$ cat src/rtl/bcd_timer_ctrl.sv
// Programmable up/down BCD timer controller: prescaler, run/pause/done FSM,
// preset loading with per-digit saturation, and terminal-count detection.

module bcd_digit (
  input  logic       dn,
  input  logic       cin,
  input  logic [3:0] raw,
  input  logic [3:0] d,
  output logic [3:0] sat,
  output logic [3:0] nxt
);
  always_comb begin
    sat = (raw > 4'd9) ? 4'd9 : raw;
    nxt = d;
    if (cin) begin
      if (!dn) nxt = (d >= 4'd9) ? 4'd0 : d + 4'd1;
      else     nxt = (d == 4'd0) ? 4'd9 : d - 4'd1;
    end
  end
endmodule

module bcd_timer_ctrl #(
  parameter int DIGITS   = 4,
  parameter int PRESCALE = 10
) (
  input  logic                clk,
  input  logic                reset,
  input  logic                start,
  input  logic                stop,
  input  logic                clear,
  input  logic                load,
  input  logic [4*DIGITS-1:0] load_val,
  input  logic                mode,
  output logic [4*DIGITS-1:0] count,
  output logic                tick_en,
  output logic                busy,
  output logic                done,
  output logic [1:0]          state
);
  localparam int W  = 4 * DIGITS;
  localparam int PW = (PRESCALE > 2) ? $clog2(PRESCALE) : 1;
  localparam logic [PW-1:0] PMAX = PW'(PRESCALE - 1);

  typedef enum logic [1:0] {S_IDLE = 2'd0, S_RUN = 2'd1, S_PAUSE = 2'd2, S_DONE = 2'd3} st_t;

  st_t           cur_st, nxt_st;
  logic [W-1:0]  count_r, count_n;
  logic [W-1:0]  target, target_n;
  logic          mode_r, mode_n;
  logic [PW-1:0] presc, presc_n;
  logic          done_r, done_n;
  logic          busy_r, busy_n;

  logic [DIGITS-1:0][3:0] sat_v, step_v;
  logic [DIGITS-1:0]      carry;
  logic [W-1:0]           sat_w, step_w, endpoint, reload;

  // Ripple carry/borrow chain: digit i steps only when all lower digits wrap.
  assign carry[0] = 1'b1;
  for (genvar i = 0; i < DIGITS; i++) begin : g_dig
    bcd_digit u_dig (
      .dn  (mode_r),
      .cin (carry[i]),
      .raw (load_val[4*i +: 4]),
      .d   (count_r[4*i +: 4]),
      .sat (sat_v[i]),
      .nxt (step_v[i])
    );
    if (i < DIGITS - 1) begin : g_c
      assign carry[i+1] = carry[i] &
        (mode_r ? (count_r[4*i +: 4] == 4'd0) : (count_r[4*i +: 4] >= 4'd9));
    end
  end

  assign sat_w    = sat_v;
  assign step_w   = step_v;
  assign endpoint = mode_r ? '0 : target;
  assign reload   = mode_r ? target : '0;

  assign tick_en = (cur_st == S_RUN) && (presc == PMAX);
  assign count   = count_r;
  assign busy    = busy_r;
  assign done    = done_r;
  assign state   = cur_st;

  always_comb begin
    nxt_st   = cur_st;
    count_n  = count_r;
    presc_n  = presc;
    target_n = target;
    mode_n   = mode_r;
    done_n   = 1'b0;
    if (clear) begin
      nxt_st  = S_IDLE;
      count_n = '0;
      presc_n = '0;
    end else if (load && (cur_st == S_IDLE || cur_st == S_DONE)) begin
      nxt_st   = S_IDLE;
      mode_n   = mode;
      target_n = sat_w;
      count_n  = mode ? sat_w : '0;
      presc_n  = '0;
    end else begin
      // An ignored load falls through; stop outranks start in every state.
      unique case (cur_st)
        S_IDLE: begin
          if (!stop && start) begin
            if (count_r == endpoint) begin
              nxt_st = S_DONE;
              done_n = 1'b1;
            end else begin
              nxt_st  = S_RUN;
              presc_n = '0;
            end
          end
        end
        S_RUN: begin
          if (stop) begin
            nxt_st = S_PAUSE;
          end else if (presc == PMAX) begin
            presc_n = '0;
            count_n = step_w;
            if (step_w == endpoint) begin
              nxt_st = S_DONE;
              done_n = 1'b1;
            end
          end else begin
            presc_n = presc + PW'(1);
          end
        end
        S_PAUSE: begin
          if (stop) begin
            nxt_st  = S_IDLE;
            presc_n = '0;
          end else if (start) begin
            nxt_st = S_RUN;
          end
        end
        S_DONE: begin
          if (!stop && start) begin
            count_n = reload;
            presc_n = '0;
            if (target == '0) begin
              nxt_st = S_DONE;
              done_n = 1'b1;
            end else begin
              nxt_st = S_RUN;
            end
          end
        end
        default: nxt_st = S_IDLE;
      endcase
    end
    busy_n = (nxt_st == S_RUN) || (nxt_st == S_PAUSE);
  end

  always_ff @(posedge clk or posedge reset) begin
    if (reset) begin
      cur_st  <= S_IDLE;
      count_r <= '0;
      target  <= '0;
      mode_r  <= 1'b0;
      presc   <= '0;
      done_r  <= 1'b0;
      busy_r  <= 1'b0;
    end else begin
      cur_st  <= nxt_st;
      count_r <= count_n;
      target  <= target_n;
      mode_r  <= mode_n;
      presc   <= presc_n;
      done_r  <= done_n;
      busy_r  <= busy_n;
    end
  end
endmodule
$ cat config.mk
export PLATFORM = sky130hd
export DESIGN_NAME = bcd_timer_ctrl
export DESIGN_NICKNAME = d
export VERILOG_FILES = /design/src/rtl/bcd_timer_ctrl.sv
export SDC_FILE = /design/constraint.sdc
export NUM_CORES = 1
export LEC_CHECK = 0
export ABC_AREA = 1
export ABC_CLOCK_PERIOD_IN_PS = 2040
export CORE_ASPECT_RATIO = 1.1
export CORE_MARGIN = 1
export CORE_UTILIZATION = 35
export DETAILED_ROUTE_END_ITERATION = 8
export SETUP_SLACK_MARGIN = 0.15
export SKIP_LAST_GASP = 1
export SLEW_MARGIN = 40
export SYNTH_ARGS = -nofsm -noshare
export SYNTH_HDL_FRONTEND = slang
export SYNTH_SLANG_ARGS = --single-unit
$ cat constraint.sdc
create_clock -name clk -period 2.04 [get_ports clk]
set_input_delay 0.408 -clock clk [delete_from_list [all_inputs] [get_ports clk]]
set_output_delay 0.408 -clock clk [all_outputs]
set_load 0.02 [all_outputs]
==> run_results.csv <==
group,metric,value,unit
timing,max_freq,0.411,GHz
logic_synthesis,synth_edf_count,0,
outcome,outcome,"finished, violations left",
critical_path,rrSetupSlack,-390,ps
logic_synthesis,synthTopCellsByArea,"dfrtp_1 25%, nand2_1 18%, nand3_1 11%",
global_routing,first_global_vias,5100,
die,initial_core_util,0.359,
pwr,leakage,3.32,nW
layout,syn2layout_area_growth,63.5,%
logic_synthesis,synth-simple-area-share,0.409,
clock_network,clockRootBuffer,"clkbuf_16",
critical_path,r2r_start,"count[0]",
layout,fin_cells,998,
clock_network,cts_buffers,5,
placement,place_ws,-309,ps
timing,period_needed,2430,ps
timing,maxSlewViolCount,0,
critical_path,reg2reg_to,"done",
logic_synthesis,synth_seq_cells,41,
routing,drt-initial-drc-count,363,
clock_network,clock-sinks,41,
clock_network,htreeDepth,2,
pwr,ir_worst_vdd,0.000499,V
die,core,11400,um2
logic_synthesis,synthAdderAreaFrac,0.0670,
logic_synthesis,synth_compound_area_frac,0.135,
routing,ant_nets,0,
timing,post-route-period-util,1.19,
logic_synthesis,yosys_warnings,0,
critical_path,end_kind,"flip-flop",
pwr,p_total,0.00919,W
clock_network,clk-insertion-delay-late,290,ps
logic_synthesis,ys_async_sr_fraction,1.00,
die,rows,41,
timing,worst_slack,-395,ps
logic_synthesis,synth-xor-area-share,0.0362,
outcome,violations,"setup timing",
critical_path,cp_data_required_time,2250,ps
routing,drcViolationCount,0,
logic_synthesis,ys_seq_area_frac,0.250,
flow_run,maxCapViolCount,0,
pwr,powerDensity,1370,nW/um2
hold_path,min_path_type,"primary input to async pin",
critical_path,r2r_cells,16,
global_routing,grt_max_degree,42,
layout,drive_above_1_share,0.362,
routing,via_per_inst,5.17,
clock_network,path_clk_slew,70,ps
critical_path,crit_path_max_fanout,7,
die,die_height,116,um
timing,hold_viol,0,
logic_synthesis,synth.avg_cell_area,6.32,um2
logic_synthesis,netlist_area,4110,um2
global_routing,grtUsageTotal,0.248,
layout,fillerInstances,1000,
global_routing,antenna_found_initial,0,
routing,vias,5159,
timing,fin_tns_setup,-1770,ps
critical_path,critPathKind,"flip-flop to flip-flop",
logic_synthesis,synth_ff_type,"dfrtp_1",
layout,final_cell_mix,"159 x nand2_1, 142 x buf_4, 76 x nand3_1, 56 x inv_1, 38 x clkdlybuf4s50_1",
placement,gp_congestion,0.914,
placement,place_inst,949,
layout,fin_nets,892,
clock_network,cts.path.max_buffers,2,
logic_synthesis,yosysTopAreaCell,"dfrtp_1",
placement,dp_hpwl,10600,um
clock_network,cts_tree,"done",
logic_synthesis,syn_nets,696,
logic_synthesis,synth_top_family_by_area,"simple AND/OR/NAND/NOR gates",
critical_path,cp_data_arrival_time,2650,ps
timing,skew,5.97,ps
routing,dr.pass1.iters,5,
die,die_w,105,um
die,ios,44,
timing,setup_viol,10,
logic_synthesis,yosysTopAreaCellShare,0.250,
timing,tightest_slew,478,ps
timing,rsz0062_at_grt,"true",
timing,slew_headroom,0.673,
critical_path,startpoint_type,"flip-flop",
global_routing,overflow,0,
routing,wl_per_cell,15.2,um
layout,final_common_cell,"nand2_1",
logic_synthesis,syn_inst,651,
routing,drt-total-wl,15200,um
logic_synthesis,synth_cell_type_count,38,
placement,io_buffer_count,43,
global_routing,grt_pass1_wl,24100,um
logic_synthesis,synthMuxAreaShare,0,
die,dieArea,12200,um2
layout,diodes,0,
power by group:
part           internal [W]  switching, W  total, W
Clock              0.000612      0.000371  0.000983
Combinational       0.00319       0.00373   0.00692
Sequential          0.00105      0.000236   0.00129
Total               0.00485       0.00433   0.00919
area by class of cell:
cell class,count,area [um2],area share
timing repair inverter,5,50.0,0.00744
sequential,41,1040,0.154
clock buffer,6,139,0.0207
timing repair buffer,207,1820,0.270
inverter,79,339,0.0504
tap,150,188,0.0279
clock inverter,2,37.5,0.00558
multi-input combinational,508,3110,0.463
cell families after synthesis:
logic type,Yosys count
buf+inv,102
simple gates,375
flops,41
fa+ha+maj,22
xor+xnor,17
compound gates,94
flip-flops by register name (all words and copies together), names as in the netlist:
name    flops
count      16
done        1
busy        1
target     16
mode_r      1
state       2
presc       4
cell usage after synthesis (3+ instances only):
| cell type | n |
|---|---|
| nand2_1 | 195 |
| nand3_1 | 88 |
| inv_1 | 72 |
| o21ai_0 | 55 |
| nor2_1 | 50 |
| dfrtp_1 | 41 |
| ha_1 | 22 |
| xor2_1 | 17 |
| clkbuf_1 | 15 |
| nand4_1 | 14 |
| a21oi_1 | 13 |
| o311ai_0 | 7 |
| nor3_1 | 6 |
| o211ai_1 | 6 |
| nand3_2 | 5 |
| nor4_1 | 5 |
| buf_4 | 4 |
| inv_2 | 4 |
| nand2_4 | 3 |
| nand3b_1 | 3 |
| o21bai_1 | 3 |
| o31ai_1 | 3 |
stage by stage:
step           utilization  hold slack [ps]  instance area, um2
2_1_floorplan            -              497                4180
3_3_place_gp         0.494              524                5650
3_5_place_dp         0.494              539                5650
4_1_cts              0.547              468                6250
5_1_grt              0.588              509                6720
6_report             0.588              458                6720
timing repair:
action	in CTS	in global routing
gates cloned	3	4
setup endpoints to repair	26	38
pin swaps	25	43
buffers inserted	19	15
resized for setup	69	105
hold buffers	0	0
routing by layer:
metal	up-vias	GRT usage	share of wire
met4	0	0.115	0.036
met5	-	0	0
met1	2390	0.296	0.42
met2	174	0.448	0.50
li1	2548	-	-
met3	47	0.0298	0.047
critical path: stages, from the launching register on:
cell and delay, ps:
dfrtp_2 440, inv_2 70, ha_4 190, nand3_4 100, nand2_8 80, nand2_8 90
buf_6 100, nand3_4 150, buf_4 180, nand2_1 70, nand3_1 80, nand2_1 120
nand3_1 110, nor2_2 130, nand3_2 120, buf_4 160, a211oi_2 160
how the worst max path moves through the flow:
stage,from,end,slack [ps],depth (start not counted)
2_1_floorplan,count[0],busy,-70,18
3_3_place_gp,count[4],busy,-270,17
6_report,count[0],done,-390,16
3_5_place_dp,count[1],busy,-310,20
4_1_cts,count[0],busy,-250,18
5_1_grt,count[0],done,-570,16
Note: power is estimated with default switching activity, not from simulation.
